==> src/rtl/pipeline_hazard_ctrl.sv <==
// Hazard and sequencing controller for the 5-stage pipeline (IF, ID, EX, MEM, WB).
// Generates PC/nPC/IF-ID load enables, the IF/ID flush, the NOP mux select,
// the back-end freeze, and forwarding selects for both ALU operands and store data.
// Control handshake: the pipeline advances one stage per Clk edge only when the
// relevant load enable is 1; a data-memory access is accepted (DM_ready=1) in the
// same cycle it completes, and until then the back end is frozen by pipe_hold.
module pipeline_hazard_ctrl #(
    parameter int MAX_WAIT = 8,
    parameter int CNT_W    = 16
) (
    input  logic             Clk,
    input  logic             R,
    input  logic [4:0]       ID_rs1,
    input  logic [4:0]       ID_rs2,
    input  logic [4:0]       ID_rd,
    input  logic             ID_i_bit,
    input  logic             ID_store,
    input  logic             ID_B_instr,
    input  logic             ID_29_a,
    input  logic [3:0]       ID_cond,
    input  logic             branch_taken,
    input  logic [4:0]       EX_rd,
    input  logic [4:0]       MEM_rd,
    input  logic [4:0]       WB_rd,
    input  logic             EX_RF_enable,
    input  logic             MEM_RF_enable,
    input  logic             WB_RF_enable,
    input  logic             EX_load_instr,
    input  logic             EX_modifyCC,
    input  logic             MEM_load_instr,
    input  logic             DM_ready,
    output logic             PC_LE,
    output logic             nPC_LE,
    output logic             IF_ID_LE,
    output logic             IF_ID_flush,
    output logic             mux_S,
    output logic             pipe_hold,
    output logic [1:0]       fwd_A,
    output logic [1:0]       fwd_B,
    output logic [1:0]       fwd_C,
    output logic             mem_timeout,
    output logic [CNT_W-1:0] stall_count,
    output logic             dbg_state
);

    localparam int WAIT_W = (MAX_WAIT > 2) ? $clog2(MAX_WAIT) : 1;
    localparam logic [3:0] COND_BA = 4'b1000;

    typedef enum logic {
        RUN      = 1'b0,
        MEM_WAIT = 1'b1
    } state_t;

    state_t            state;
    logic [WAIT_W-1:0] wait_cnt;

    logic hold_c;
    logic load_use_c;
    logic cc_hazard_c;
    logic stall_c;
    logic annul_c;

    // Picks the youngest in-flight producer of register s; %g0 never forwards,
    // and a load in EX has no data yet so it cannot forward from EX.
    function automatic logic [1:0] fwd_sel(
        input logic [4:0] s,
        input logic [4:0] ex_rd,  input logic ex_ok,
        input logic [4:0] mem_rd, input logic mem_ok,
        input logic [4:0] wb_rd,  input logic wb_ok
    );
        logic [1:0] sel;
        sel = 2'b00;
        if (s != 5'd0) begin
            if (ex_ok && ex_rd == s)        sel = 2'b01;
            else if (mem_ok && mem_rd == s) sel = 2'b10;
            else if (wb_ok && wb_rd == s)   sel = 2'b11;
        end
        return sel;
    endfunction

    // Hazard detection: memory freeze outranks the one-bubble stall, which outranks the annul.
    always_comb begin
        hold_c      = MEM_load_instr & ~DM_ready;
        load_use_c  = EX_load_instr & EX_RF_enable & (EX_rd != 5'd0) &
                      ((EX_rd == ID_rs1) |
                       (~ID_i_bit & (EX_rd == ID_rs2)) |
                       (ID_store & (EX_rd == ID_rd)));
        cc_hazard_c = ID_B_instr & EX_modifyCC;
        stall_c     = ~hold_c & (load_use_c | cc_hazard_c);
        annul_c     = ~hold_c & ~stall_c & ID_B_instr & ID_29_a &
                      (~branch_taken | (ID_cond == COND_BA));
    end

    // Load enables, flush, NOP select and freeze, forced to safe values while in reset.
    always_comb begin
        PC_LE       = 1'b1;
        nPC_LE      = 1'b1;
        IF_ID_LE    = 1'b1;
        IF_ID_flush = 1'b0;
        mux_S       = 1'b0;
        pipe_hold   = 1'b0;
        if (R) begin
            PC_LE    = 1'b0;
            nPC_LE   = 1'b0;
            IF_ID_LE = 1'b0;
            mux_S    = 1'b1;
        end else if (hold_c) begin
            PC_LE     = 1'b0;
            nPC_LE    = 1'b0;
            IF_ID_LE  = 1'b0;
            pipe_hold = 1'b1;
        end else if (stall_c) begin
            PC_LE    = 1'b0;
            nPC_LE   = 1'b0;
            IF_ID_LE = 1'b0;
            mux_S    = 1'b1;
        end else if (annul_c) begin
            IF_ID_flush = 1'b1;
        end
    end

    // Forwarding selects for operand A (rs1), operand B (rs2) and store data (rd).
    always_comb begin
        fwd_A = 2'b00;
        fwd_B = 2'b00;
        fwd_C = 2'b00;
        if (!R) begin
            fwd_A = fwd_sel(ID_rs1, EX_rd, EX_RF_enable & ~EX_load_instr,
                            MEM_rd, MEM_RF_enable, WB_rd, WB_RF_enable);
            if (!ID_i_bit)
                fwd_B = fwd_sel(ID_rs2, EX_rd, EX_RF_enable & ~EX_load_instr,
                                MEM_rd, MEM_RF_enable, WB_rd, WB_RF_enable);
            if (ID_store)
                fwd_C = fwd_sel(ID_rd, EX_rd, EX_RF_enable & ~EX_load_instr,
                                MEM_rd, MEM_RF_enable, WB_rd, WB_RF_enable);
        end
    end

    // Memory-wait FSM: wait_cnt holds the number of wait cycles already elapsed,
    // so the timeout fires at the end of the MAX_WAIT-th consecutive wait cycle.
    always_ff @(posedge Clk or posedge R) begin
        if (R) begin
            state       <= RUN;
            wait_cnt    <= '0;
            mem_timeout <= 1'b0;
        end else begin
            case (state)
                RUN: begin
                    if (hold_c) begin
                        state    <= MEM_WAIT;
                        wait_cnt <= WAIT_W'(1);
                    end
                end
                MEM_WAIT: begin
                    if (DM_ready) begin
                        state    <= RUN;
                        wait_cnt <= '0;
                    end else if (wait_cnt == WAIT_W'(MAX_WAIT - 1)) begin
                        mem_timeout <= 1'b1;
                    end else begin
                        wait_cnt <= wait_cnt + WAIT_W'(1);
                    end
                end
                default: begin
                    state    <= RUN;
                    wait_cnt <= '0;
                end
            endcase
        end
    end

    // Saturating count of cycles lost to either the freeze or a bubble.
    always_ff @(posedge Clk or posedge R) begin
        if (R) begin
            stall_count <= '0;
        end else if ((hold_c | stall_c) && (stall_count != {CNT_W{1'b1}})) begin
            stall_count <= stall_count + CNT_W'(1);
        end
    end

    assign dbg_state = (state == MEM_WAIT);

endmodule

==> config.mk <==
export PLATFORM = sky130hd
export DESIGN_NAME = pipeline_hazard_ctrl
export DESIGN_NICKNAME = d
export VERILOG_FILES = /design/src/rtl/pipeline_hazard_ctrl.sv
export SDC_FILE = /design/constraint.sdc
export NUM_CORES = 1
export LEC_CHECK = 0
export CELL_PAD_IN_SITES_DETAIL_PLACEMENT = 0
export CELL_PAD_IN_SITES_GLOBAL_PLACEMENT = 1
export CORE_MARGIN = 3
export CORE_UTILIZATION = 28
export CTS_CLUSTER_SIZE = 12
export DETAILED_ROUTE_END_ITERATION = 8
export PLACE_DENSITY = 0.8
export SLEW_MARGIN = 30
export SYNTH_ARGS = -nofsm -noshare
export SYNTH_HDL_FRONTEND = slang
export SYNTH_SLANG_ARGS = --single-unit
export TNS_END_PERCENT = 30
==> constraint.sdc <==
create_clock -name Clk -period 2.2 [get_ports Clk]
set_input_delay 0.44 -clock Clk [delete_from_list [all_inputs] [get_ports Clk]]
set_output_delay 0.44 -clock Clk [all_outputs]
set_load 0.005 [all_outputs]
# After elaboration in Yosys (flattened, before gate mapping)
# Index checks and enable logic that the tools add are counted.
# W data, S select, Z words.
# op_classes
addsub	2
n_eq_ne	14
mux	35
n_bitwise	25
n_reduce_logical	16
# ops
cell	n
$eq A5 B5 Y1	9
$mux W2	17
$reduce_bool A5 Y1	4
$add A16 B1 Y16 const B	1
$ne A16 B16 Y1 const B	1
$and A1 B1 Y1	13
$mux W1	13
$logic_and A1 B1 Y1	10
$mux W3	3
$not A1 Y1	7
$pmux W3 S2	1
$or A1 B1 Y1	5
$eq A4 B4 Y1 const B	1
$add A3 B1 Y3 const B	1
$eq A3 B3 Y1 const B	1
$ne A3 B3 Y1 const B	1
$reduce_and A3 Y1	1
$ne A2 B2 Y1 const B	1
$pmux W1 S2	1
$reduce_and A2 Y1	1
# word_totals
regBits	21
inputBits	48
output_inout_bits	30
word_cells	96

# Longest topological paths before layout
# Gate-level depths: netlist of run 1.
# depth
ltp_word	16
mapped_depth	8

# Worst setup path before layout of run 1
# OpenSTA, ideal clock, no wires.
# synth_timing
kind	input to output
start	in EX_rd[1]
end	out PC_LE
arrival_ns	1.776
path_slack_ns	-0.016
stages	6
n_path_buf	1
path_cell_list	or4_1 -> o211ai_1 -> a31o_2 -> nand2_1 -> nor3_1 -> buf_4
# synth_via
elab_chain_len	10
word_cells_on_any_way	15
# synth_lines
item	line_no	rtl
start: declaration	22	input logic [4:0] EX_rd,
$eq A5 B5 Y1	86	(~ID_i_bit & (EX_rd == ID_rs2)) |
$and A1 B1 Y1	86	
$or A1 B1 Y1	85	((EX_rd == ID_rs1) |
$or A1 B1 Y1	86	
$and A1 B1 Y1 (*)	84	load_use_c = EX_load_instr & EX_RF_enable & (EX_rd != 5'd0) &
$or A1 B1 Y1 (*)	89	stall_c = ~hold_c & (load_use_c | cc_hazard_c);
$and A1 B1 Y1 (*)	89	
$mux W1 (*) (3 in a row)	-	
end: declaration	32	output logic PC_LE,
# Every way passes the cells marked *; elsewhere a longest branch is shown, timed or not.

# Final worst setup path of run 1
# layout_timing
start	in EX_rd[2]
end	out mux_S
# layout_via
elab_chain_len	10
word_cells_on_any_way	15
# layout_lines
item	line_no	rtl
$eq A5 B5 Y1	86	
$and A1 B1 Y1	86	
$or A1 B1 Y1	85	
$or A1 B1 Y1	86	
$and A1 B1 Y1 (*)	84	
$or A1 B1 Y1 (*)	89	
$and A1 B1 Y1 (*)	89	
$mux W1 (*)	112	end else if (stall_c) begin
$mux W1 (*)	107	end else if (hold_c) begin
$mux W1 (*)	102	if (R) begin
end: declaration	36	output logic mux_S,
# Marks and branches as above.

==> metrics.md, run 1 <==
| Metric | Value |
|---|---|
| Status | `finished, violations left` |
| Violated checks | `setup timing` |
| Synth area leaders | `dfrtp_1 (29%), xor2_1 (22%), xnor2_1 (6.8%)` |
| Post-Synth Simple-Gate Area | `27.7%` |
| DRC violations left | `0` |
| M3 GR Usage | `3.14%` |
| Multiplexer share of the synthesized area | `1.74%` |
| Arr. time, crit path | `just under 2000 ps` |
| Antenna violations before repair | `0` |
| Mean routed wirelength per cell | `approximately 15 um` |
| TritonCTS Buffers | `3` |
| Largest net degree at the start of global routing | `22` |
| Clock power frac | `approximately 15%` |
| Largest family of logic cells by synthesized area | `XOR/XNOR gates` |
| Hold slack | `472 ps` |
| CTS tree | `built` |
| Crit path top cell by count | `buf_6` |
| GRT met1 Usage | `approximately a fifth` |
| Synth Register Bits | `21` |
| Ratio of cells with drive above 1 in the final layout | `a little over two fifths` |
| Register share of total power | `between 30% and 40%` |
| Share of Yosys cell area claimed by the top area cell type | `between 20% and 30%` |
| Final period util | `109%` |
| Cell area after layout | `between 0.003 and 0.004 mm2` |
| Int Power | `between 1 and 1.5 mW` |
| F_max | `between 0.4 and 0.5 GHz` |
| Worst path cell trace | `buf_6 > buf_6 > xor2_2 > or4_4 > a31o_4 > buf_6 > a31oi_4 > buf_2` |
| Reg2reg start | `stall_count[6]` |
| Cell area after synthesis | `~0.0018 mm2` |
| Slew margin rel. | `between 60% and 70%` |
| Global route total overflow | `0` |
| Max-Cap Viols | `0` |
| Setup crit start kind | `input pin` |
| Placed cell areas | `0.00299 mm2` |
| Final Critical Period | `around 2400 ps` |
| R2r worst-path depth | `7` |
| First DRT Iteration DRCs | `63` |
| Worst Tran Pin Value | `582 ps` |
| Adder-cell share of the synthesized area | `about 2.1%` |
| Area leader, netlist | `dfrtp_1` |
| Final net count | `between 300 and 400` |
| Post-DRT Antenna Nets | `0` |
| GRT Overall Usage | `~17%` |
| Post-DP HPWL | `4850 um` |
| Post-cts hold buffer count | `0` |
| Syn avg cell area | `slightly above 9 um2` |
| Via-to-Cell Ratio | `4.81` |
| Final WL | `6260 um` |
| GR met2 Demand/Resource | `a little under a third` |
| Vias post-DR | `roughly 2000` |
| Diodes inserted | `0` |
| Comb power frac | `~50%` |
| Worst slack, placed | `-966 ps` |
| Core area | `between 0.006 and 0.007 mm2` |
| Fillers | `558` |
| FF+latch area | `around 530 um2` |
| Initial core utilization | `29.7%` |
| VDD IR max | `between 300 and 400 uV` |
| Hold violation count in the final report | `0` |
| Setup slack after layout | `-206 ps` |
| Busiest layer in global routing | `met2` |
| Sequential share of the synthesized area | `between 20% and 30%` |
| Number of setup violations in the final report | `11` |
| Worst hold stages | `1` |
| Root Buffer | `clkbuf_8` |
| Ys Warns | `0` |
| Worst reg2reg path endpoint | `stall_count[15]` |
| Net Sw Frac | `between 30% and 40%` |
| Pwr dens | `roughly 480 mW/mm2` |
| Worst-case clock buffer depth | `2` |
| CP peak stage delay | `between 500 and 600 ps` |
| Fin Clk Skew | `5.66 ps` |
| Library cells used by synthesis | `40` |
| CP required | `between 1500 and 2000 ps` |
| Setup repair after global routing missed its margin | `yes` |
| Final max-slew violation count | `0` |
| WHS Endpoint | `mem_timeout` |
| Critical path's slowest cell | `or4_4` |
| Clock slew at reported path FFs | `70 ps` |
| Leak | `~1.5 nW` |
| Final setup TNS | `-1190 ps` |
| Crit end category | `output port` |
| Final Power | `about 1.6 mW` |
| Sink Count | `21` |
| Xor/xnor cell area share of the yosys netlist | `29.2%` |
| Syn nets | `between 200 and 300` |
| RePlAce Congestion | `around 0.86` |
| Clk_lat worst skew | `~260 ps` |
| Psw | `about 550 uW` |
| Post-Syn Instances | `around 200` |
| Port-buffer cells | `77` |
| Die width | `86.2 um` |
| Layout area overhead | `88.7%` |
| Drt pass-1 iters | `4` |
| Hold wc startpoint | `mem_timeout` |
| Die Span Y | `between 80 and 90 um` |
| Die area | `~0.0074 mm2` |
| Compound-Gate Fraction of Synth Area | `6.53%` |
| Worst hold path class | `flip-flop to flip-flop` |
| Setup Crit Path Kind | `input pin to output port` |
| Global-route wire length before repair | `between 10000 and 15000 um` |
| Vias in the first global route | `between 2000 and 2500` |
| Row count | `28` |
| CP Max Fanout | `3` |
| H-tree depth | `1` |
| Internal reg-to-reg setup slack | `between 100 and 150 ps` |
| Num ports | `78` |
| Multi-input gate area | `0.00146 mm2` |
## cell type report
class                           count  area share, %
Clock buffer                        4           1.33
Tap cell                           75           2.76
Timing Repair Buffer              141           36.9
Inverter                            5          0.552
Multi-Input combinational cell    167           43.0
Sequential cell                    21           15.5
## state kept, by name (all words and copies together) (netlist names)
| register | count |
|---|---|
| stall_count | 16 |
| wait_cnt | 3 |
| dbg_state | 1 |
| mem_timeout | 1 |
## cell usage in the layout (no fill, tap or decap), types with 3 or more instances in the layout
master | netlist | layout
a21oi_1 | 4 | 4
and3_1 | 5 | 4
buf_2 | 1 | 21
buf_4 | 2 | 49
buf_6 | 2 | 20
buf_8 | 0 | 3
clkbuf_8 | 0 | 3
clkdlybuf4s15_1 | 0 | 3
clkdlybuf4s15_2 | 0 | 5
clkdlybuf4s50_1 | 0 | 33
dfrtp_1 | 21 | 21
dlygate4sd2_1 | 0 | 4
ha_1 | 3 | 3
inv_1 | 5 | 5
nand2_1 | 9 | 8
nand3_1 | 13 | 12
nor2_1 | 11 | 9
nor2b_1 | 6 | 3
nor3_1 | 10 | 4
nor3_2 | 0 | 5
nor4_2 | 4 | 7
nor4_4 | 0 | 3
o21ai_0 | 4 | 3
or4_1 | 4 | 3
xnor2_1 | 14 | 13
xor2_1 | 46 | 45
## Yosys cell counts
cell type  instances
xor2_1            46
dfrtp_1           21
xnor2_1           14
nand3_1           13
nor2_1            11
nor3_1            10
nand2_1            9
nor4_1             7
nor2b_1            6
and3_1             5
inv_1              5
a21oi_1            4
nor4_2             4
o21ai_0            4
or4_1              4
ha_1               3
nor3b_1            3
nor4b_1            3
buf_4              2
buf_6              2
mux2i_1            2
nand4_1            2
o211ai_1           2
a211oi_1           1
a22oi_1            1
a31o_2             1
a31oi_1            1
a32o_1             1
and2_1             1
and4_4             1
buf_2              1
clkbuf_1           1
mux2_2             1
nand2b_1           1
nor3b_2            1
o21bai_1           1
o22ai_1            1
o41ai_1            1
or3_1              1
or4_4              1
## per-stage QoR
| step | util, % | std cells |
|---|---|---|
| 2_1_floorplan | - | 199 |
| 3_3_place_gp | 49.3 | 392 |
| 3_5_place_dp | 49.3 | 392 |
| 4_1_cts | 54.2 | 414 |
| 5_1_grt | 56.1 | 413 |
| 6_report | 56.1 | 413 |
## metal layers
metal | vias up | wire, um
met5 | - | 0
met4 | 0 | 34
met3 | 4 | 275
met2 | 46 | 3290
met1 | 950 | 2660
li1 | 986 | -
## worst max-delay path: cells and delay by family
family	cells	cell delay, ps
buffers and inverters	4	460
AOI/OAI and AO/OA	2	370
xor gates and xnor gates	1	150
and+or+nand+nor	1	550
## cells by family after synthesis
logic type | count (synthesis)
flip-flops | 21
buffers and inverters | 11
multiplexers | 3
XOR/XNOR | 60
adder cells (fa/ha/maj) | 3
AND/OR/NAND/NOR | 83
AO/OA/AOI/OAI | 18
## power by group through the flow
stage | combinational (mW) | clock, mW | sequential [mW]
after global placement | 0.682 | 0 | 0.588
after CTS | 0.748 | 0.259 | 0.588
after floorplan | 0.265 | 0 | 0.579
final | 0.792 | 0.250 | 0.587
after detailed placement | 0.696 | 0 | 0.595
after global routing | 0.856 | 0.279 | 0.610
## how the worst max path moves through the flow
stage	start	endpoint	slack, ps	cells after the start
CTS	EX_rd[1]	IF_ID_LE	-220	8
finish	EX_rd[2]	mux_S	-210	8
floorplan	EX_rd[4]	PC_LE	50	7
detailed placement	EX_rd[1]	IF_ID_flush	-970	7
global route	EX_rd[2]	mux_S	-250	8
global placement	EX_rd[0]	mux_S	-930	7
## timing repair
item | in CTS | in global routing
endpoints found under the setup margin | 28 | 28
buffers inserted | 17 | 4
gates resized for setup | 206 | 26
pin swaps | 34 | 18
cloned | 1 | 0
(Power assumes the default switching activity.)
==> inputs of run 2 (changes only) <==
--- a/config.mk
+++ b/config.mk
@@ -5,13 +5,12 @@
 export SDC_FILE = /design/constraint.sdc
 export NUM_CORES = 1
 export LEC_CHECK = 0
-export CELL_PAD_IN_SITES_DETAIL_PLACEMENT = 0
-export CELL_PAD_IN_SITES_GLOBAL_PLACEMENT = 1
+export CORE_ASPECT_RATIO = 0.8
 export CORE_MARGIN = 3
-export CORE_UTILIZATION = 28
+export CORE_UTILIZATION = 39
 export CTS_CLUSTER_SIZE = 12
 export DETAILED_ROUTE_END_ITERATION = 8
-export PLACE_DENSITY = 0.8
+export PLACE_DENSITY = 0.81
 export SLEW_MARGIN = 30
 export SYNTH_ARGS = -nofsm -noshare
 export SYNTH_HDL_FRONTEND = slang
==> run 2 against run 1 <==
The run still ends with setup timing left. Die area down 26%. Clock-buffer cell count down 1. Combinational power about the same. Fmax down 0.32%. Global-route usage up 7.9 points. Register-to-register slack about the same. Cell count down 4.4%. Clock power up 2%. Routed wire length up 11%. Hold slack better by 5.5 ps. Highest routed layer unchanged.
==> metrics.md, run 2 (synthesis gave the netlist of run 1 again) <==
| Metric | Value |
|---|---|
| Via-to-Cell Ratio | `5.35 (+11%)` |
| Vias in the first global route | `2115 (+1.4%)` |
| Final net count | `390 (unchanged)` |
| Die width | `82.0 um (-4.9%)` |
| RePlAce Congestion | `0.912 (+6.2%)` |
| Initial core utilization | `41.8% (+12 points)` |
| Vias post-DR | `2114 (+6.4%)` |
| Drt pass-1 iters | `4 (unchanged)` |
| Layout area overhead | `85.8%` |
| CP required | `1760 ps (about the same)` |
| Worst-case clock buffer depth | `2 (unchanged)` |
| Num ports | `78 (unchanged)` |
| Comb power frac | `48.3% (-0.3 points)` |
| Clock power frac | `15.6% (+0.3 points)` |
| Placed cell areas | `0.00295 mm2 (-1.2%)` |
| Largest net degree at the start of global routing | `22 (unchanged)` |
| Fin Clk Skew | `5.66 ps (-0.00877 ps)` |
| H-tree depth | `1 (unchanged)` |
| Root Buffer | `clkbuf_8` |
| Setup slack after layout | `-213 ps (-7.65 ps)` |
| Status | `finished, violations left` |
| VDD IR max | `524 uV (+32%)` |
| Die Span Y | `66.8 um (-23%)` |
| Int Power | `1.07 mW (-0.87%)` |
| Post-DRT Antenna Nets | `0 (unchanged)` |
| Worst Tran Pin Value | `560 ps (-21.9 ps)` |
| Final Critical Period | `2410 ps (+7.65 ps)` |
| Crit end category | `output port` |
| Setup Crit Path Kind | `input pin to output port` |
| CTS tree | `built` |
| Row count | `21 (-25%)` |
| Port-buffer cells | `77 (unchanged)` |
| Cell area after layout | `0.00334 mm2 (-1.6%)` |
| Final max-slew violation count | `0 (unchanged)` |
| Hold slack | `477 ps (+5.53 ps)` |
| Psw | `568 uW (+2.7%)` |
| Die area | `0.00547 mm2 (-26%)` |
| TritonCTS Buffers | `3 (unchanged)` |
| Setup repair after global routing missed its margin | `yes` |
| Core area | `0.00431 mm2 (-29%)` |
| Clk_lat worst skew | `270 ps (about the same)` |
| Critical path's slowest cell | `or4_4` |
| Slew margin rel. | `62.6% (+1.5 points)` |
| Pwr dens | `489 mW/mm2 (+2.0%)` |
| GRT Overall Usage | `24.6% (+7.9 points)` |
| Mean routed wirelength per cell | `17.5 um (+16%)` |
| Number of setup violations in the final report | `10 (-1)` |
| Final Non-Filler Cells | `395 (-4.4%)` |
| CP peak stage delay | `560 ps (about the same)` |
| Hold violation count in the final report | `0 (unchanged)` |
| Net Sw Frac | `34.8% (+0.81 points)` |
| Post-cts hold buffer count | `0 (unchanged)` |
| Final period util | `110% (+0.35 points)` |
| CP Max Fanout | `2 (-1)` |
| Violated checks | `setup timing` |
| Max-Cap Viols | `0 (unchanged)` |
| First DRT Iteration DRCs | `114 (+81%)` |
| Crit path top cell by count | `buf_6` |
| F_max | `0.414 GHz (-0.32%)` |
| Post-DP HPWL | `4890 um (+0.94%)` |
| Global-route wire length before repair | `10100 um (+0.90%)` |
| Worst hold path class | `flip-flop to flip-flop` |
| DRC violations left | `0 (unchanged)` |
| Sink Count | `21 (unchanged)` |
| Placed cells | `374 (-4.6%)` |
| Register share of total power | `36.1% (about the same)` |
| Arr. time, crit path | `1970 ps (about the same)` |
| Setup crit start kind | `input pin` |
| Antenna violations before repair | `0 (unchanged)` |
| Most frequent cells in the layout | `buf_4 (53), xor2_1 (45), clkdlybuf4s50_1 (33)` |
| Leak | `1.49 nW (-0.58%)` |
| Biggest regs | `stall_count: 16 flops, wait_cnt: 3 flops` |
| Cell family with most CP delay | `simple AND/OR/NAND/NOR gates` |
| Internal reg-to-reg setup slack | `100 ps (about the same)` |
| Clock slew at reported path FFs | `80 ps (about the same)` |
| Most flops, register | `stall_count` |
| Worst path cell trace | `buf_6 > xnor2_2 > nand3_2 > or4_4 > a31o_4 > nand2_4 > nor3_4 > buf_6 > buf_6` |
| Diodes inserted | `0 (unchanged)` |
| Ratio of cells with drive above 1 in the final layout | `42.9% (+0.59 points)` |
| Final core utilization | `77.6% (+22 points)` |
| Buf/Inv on CP | `3 (-1)` |
| Global route total overflow | `0 (unchanged)` |
| Most common cell after layout, fill and taps aside | `buf_4` |
| Max reg flops | `16 (unchanged)` |
| Final WL | `6920 um (+11%)` |
-- run 2: timing repair --
| item | CTS | global route |
|---|---|---|
| cloned | 0 | 0 |
| pin swaps | 30 | 10 |
| setup endpoints to repair | 28 | 27 |
| gates resized for setup | 188 | 27 |
| setup buffers | 20 | 3 |
-- run 2: layout make-up --
cell class	count	area (um2)
clock buffers	3	41.3
clock inverters	1	5.00
fillers	284	965
inverters	5	18.8
multi-input cells	167	1460
flip-flops and latches	21	526
well taps	57	71.3
repair buffers	141	1220
-- run 2: through the flow --
stage / power [mW] / setup slack (ps) / TNS (ps)
5_1_grt: 1.73 / -287 / -2160
4_1_cts: 1.58 / -231 / -3960
3_3_place_gp: 1.25 / -931 / -16210
2_1_floorplan: 0.844 / 45.9 / 0
6_report: 1.63 / -213 / -1440
3_5_place_dp: 1.27 / -938 / -17090
-- run 2: path summary, 6_finish.rpt --
kind,from,endpoint,cells after the start
max,ID_rs2[4],IF_ID_LE,9
min,mem_timeout,mem_timeout,1
max reg2reg,stall_count[4],stall_count[6],8
max in group asynchronous,R,stall_count[5],3
min reg2reg,mem_timeout,mem_timeout,1
min in group asynchronous,R,dbg_state,3
-- run 2: power by group through the flow --
| stage | registers [mW] | clock network [mW] | logic [mW] |
|---|---|---|---|
| global placement | 0.586 | 0 | 0.669 |
| CTS | 0.585 | 0.260 | 0.735 |
| global route | 0.604 | 0.280 | 0.848 |
| detailed placement | 0.587 | 0 | 0.685 |
| finish | 0.590 | 0.256 | 0.789 |
| floorplan | 0.579 | 0 | 0.265 |
-- run 2: layer usage --
layer / vias up / GRT usage (%) / wire length (um)
met5: - / 0 / 0
met4: 0 / 6.22 / 189
met3: 19 / 5.81 / 450
met2: 79 / 42.6 / 3410
met1: 1036 / 30.6 / 2870
li1: 980 / - / -
==> inputs of run 3 (changes only) <==
--- a/config.mk
+++ b/config.mk
@@ -7,12 +7,12 @@
 export LEC_CHECK = 0
 export CORE_ASPECT_RATIO = 0.8
 export CORE_MARGIN = 3
-export CORE_UTILIZATION = 39
+export CORE_UTILIZATION = 40
+export CTS_BUF_LIST = sky130_fd_sc_hd__clkbuf_8
 export CTS_CLUSTER_SIZE = 12
 export DETAILED_ROUTE_END_ITERATION = 8
-export PLACE_DENSITY = 0.81
+export PLACE_DENSITY = 0.83
 export SLEW_MARGIN = 30
 export SYNTH_ARGS = -nofsm -noshare
 export SYNTH_HDL_FRONTEND = slang
 export SYNTH_SLANG_ARGS = --single-unit
-export TNS_END_PERCENT = 30
==> run 3 against run 2 <==
Flip-flop and latch count stayed put. Critical path depth decreased by 1. Routed wire length hardly changed. The run still ends with setup timing left. Combinational power decreased by 3.7%. Power down 2.5%. Cell count fell by 0.51%. Critical endpoint is now mux_S. Sequential share of layout area grew 0.48 points.
==> metrics.md, run 3 (synthesis gave the netlist of run 1 again) <==
| Metric | Value |
|---|---|
| Status | `finished, violations left` |
| Violated checks | `setup timing` |
| Diodes inserted | `0 (unchanged)` |
| VDD IR max | `432 uV (-18%)` |
| Post-DP HPWL | `5130 um (+4.9%)` |
| Biggest regs | `stall_count: 16 flops, wait_cnt: 3 flops` |
| Slew margin rel. | `71.7% (+9.1 points)` |
| Die Span Y | `66.0 um (-1.1%)` |
| CP peak stage delay | `450 ps (-110 ps)` |
| Critical path's slowest cell | `or4_4` |
| Drt pass-1 iters | `4 (unchanged)` |
| Clock slew at reported path FFs | `70 ps (about the same)` |
| First DRT Iteration DRCs | `121 (+6.1%)` |
| Num ports | `78 (unchanged)` |
| Antenna violations before repair | `0 (unchanged)` |
| Ratio of cells with drive above 1 in the final layout | `44.0% (+1.1 points)` |
| Vias in the first global route | `2082 (-1.6%)` |
| Leak | `1.46 nW (-2.4%)` |
| Sink Count | `21 (unchanged)` |
| Most flops, register | `stall_count` |
| Port-buffer cells | `77 (unchanged)` |
| Clk_lat worst skew | `260 ps (about the same)` |
| Global route total overflow | `0 (unchanged)` |
| Most common cell after layout, fill and taps aside | `buf_4` |
| Post-DRT Antenna Nets | `0 (unchanged)` |
| Worst path cell trace | `buf_8 > buf_4 > xnor2_2 > nand3_2 > or4_4 > a31o_4 > a31oi_4 > buf_2` |
| Final net count | `388 (-0.51%)` |
| Pwr dens | `491 mW/mm2 (+0.47%)` |
| Worst hold path class | `flip-flop to flip-flop` |
| CTS tree | `built` |
| Setup slack after layout | `-209 ps (+4.55 ps)` |
| Final max-slew violation count | `0 (unchanged)` |
| Worst Tran Pin Value | `419 ps (-141 ps)` |
| Setup repair after global routing missed its margin | `yes` |
| CP Max Fanout | `2 (unchanged)` |
| Global-route wire length before repair | `10100 um (about the same)` |
| Fin Clk Skew | `5.29 ps (-0.370 ps)` |
| Vias post-DR | `2059 (-2.6%)` |
| Final WL | `6920 um (about the same)` |
| Die area | `0.00535 mm2 (-2.3%)` |
| Core area | `0.00426 mm2 (-1.2%)` |
| Initial core utilization | `42.3% (+0.52 points)` |
| Worst slack, placed | `-1030 ps (-88.1 ps)` |
| Crit end category | `output port` |
| Most frequent cells in the layout | `buf_4 (54), xor2_1 (41), clkdlybuf4s50_1 (35)` |
| DRC violations left | `0 (unchanged)` |
| Setup crit start kind | `input pin` |
| Max-Cap Viols | `0 (unchanged)` |
| Die width | `81.0 um (-1.2%)` |
| Hold violation count in the final report | `0 (unchanged)` |
| Arr. time, crit path | `1970 ps (about the same)` |
| Via-to-Cell Ratio | `5.24 (-2.1%)` |
| Worst-case clock buffer depth | `2 (unchanged)` |
| TritonCTS Buffers | `3 (unchanged)` |
| Mean routed wirelength per cell | `17.6 um (+0.52%)` |
| Final core utilization | `76.2% (-1.4 points)` |
| Root Buffer | `clkbuf_8` |
| Post-cts hold buffer count | `0 (unchanged)` |
| Row count | `21 (unchanged)` |
| Number of setup violations in the final report | `5 (-5)` |
| Layout area overhead | `80.3%` |
| RePlAce Congestion | `0.923 (+1.2%)` |
| Setup Crit Path Kind | `input pin to output port` |
| Final period util | `109% (-0.21 points)` |
| CP required | `1760 ps (about the same)` |
| F_max | `0.415 GHz (+0.19%)` |
| Max reg flops | `16 (unchanged)` |
| GRT Overall Usage | `24.8% (+0.18 points)` |
| Largest net degree at the start of global routing | `22 (unchanged)` |
| H-tree depth | `1 (unchanged)` |
| Final Critical Period | `2410 ps (-4.55 ps)` |
## run 3: changes by cell type in the layout (fill, tap and decap cells not counted), moves of 4 or more
cell,delta
buf_2,+8
buf_6,-6
clkdlybuf4s15_2,-4
dlygate4sd2_1,-4
xor2_1,-4
xor2_2,+4
## run 3: area by class of cell
class	instances	area, um2
clock buffer	3	41.3
clock inverter	1	3.75
fill	312	1010
inverter	5	18.8
multi-input combinational	167	1450
sequential	21	526
tap	57	71.3
timing repair buffer	139	1130
## run 3: path summary, 6_finish.rpt
kind,startpoint,end,slack (ps),cells after the start
max,EX_rd[1],mux_S,-210,8
max reg2reg,stall_count[4],stall_count[7],140,7
min,mem_timeout,mem_timeout,500,1
max in group asynchronous,R,wait_cnt[2],1270,3
min reg2reg,mem_timeout,mem_timeout,500,1
min in group asynchronous,R,stall_count[15],710,3
## run 3: report_power, final
group	switching (mW)	leakage, nW	total [mW]	internal [mW]
clock network	0.122	0.0269	0.246	0.124
registers	0.111	0.265	0.588	0.477
logic	0.318	1.16	0.760	0.441
## run 3: timing repair
action | CTS | global route
pin swaps | 30 | 21
endpoints found under the setup margin | 28 | 21
resized for setup | 179 | 41
setup buffers | 9 | 3
## run 3: worst max-delay path, delay by kind of cell
family	cells	cell delay (ps)
xor gates and xnor gates	1	150
buffers and inverters	3	370
and+or+nand+nor	2	560
AOI/OAI and AO/OA	2	440
## run 3: stage by stage
stage                     TNS, ps  hold slack [ps]  instance area [um2]  cells  total power [mW]
final                        -830              496                 3250    393              1.59
after global routing        -1280              510                 3250    393              1.69
after CTS                    -844              499                 3080    390              1.55
after detailed placement   -17160              481                 2980    377              1.30
after global placement     -15000              464                 2980    377              1.27
after floorplan                 0              444                 1810    199             0.844
## run 3: metal layers
| metal | vias to the layer above | track usage [%] | wire length (um) |
|---|---|---|---|
| met5 | - | 0 | 0 |
| met4 | 0 | 5.49 | 117 |
| met3 | 13 | 4.77 | 415 |
| met2 | 72 | 41.9 | 3410 |
| met1 | 997 | 32.8 | 2980 |
| li1 | 977 | - | - |
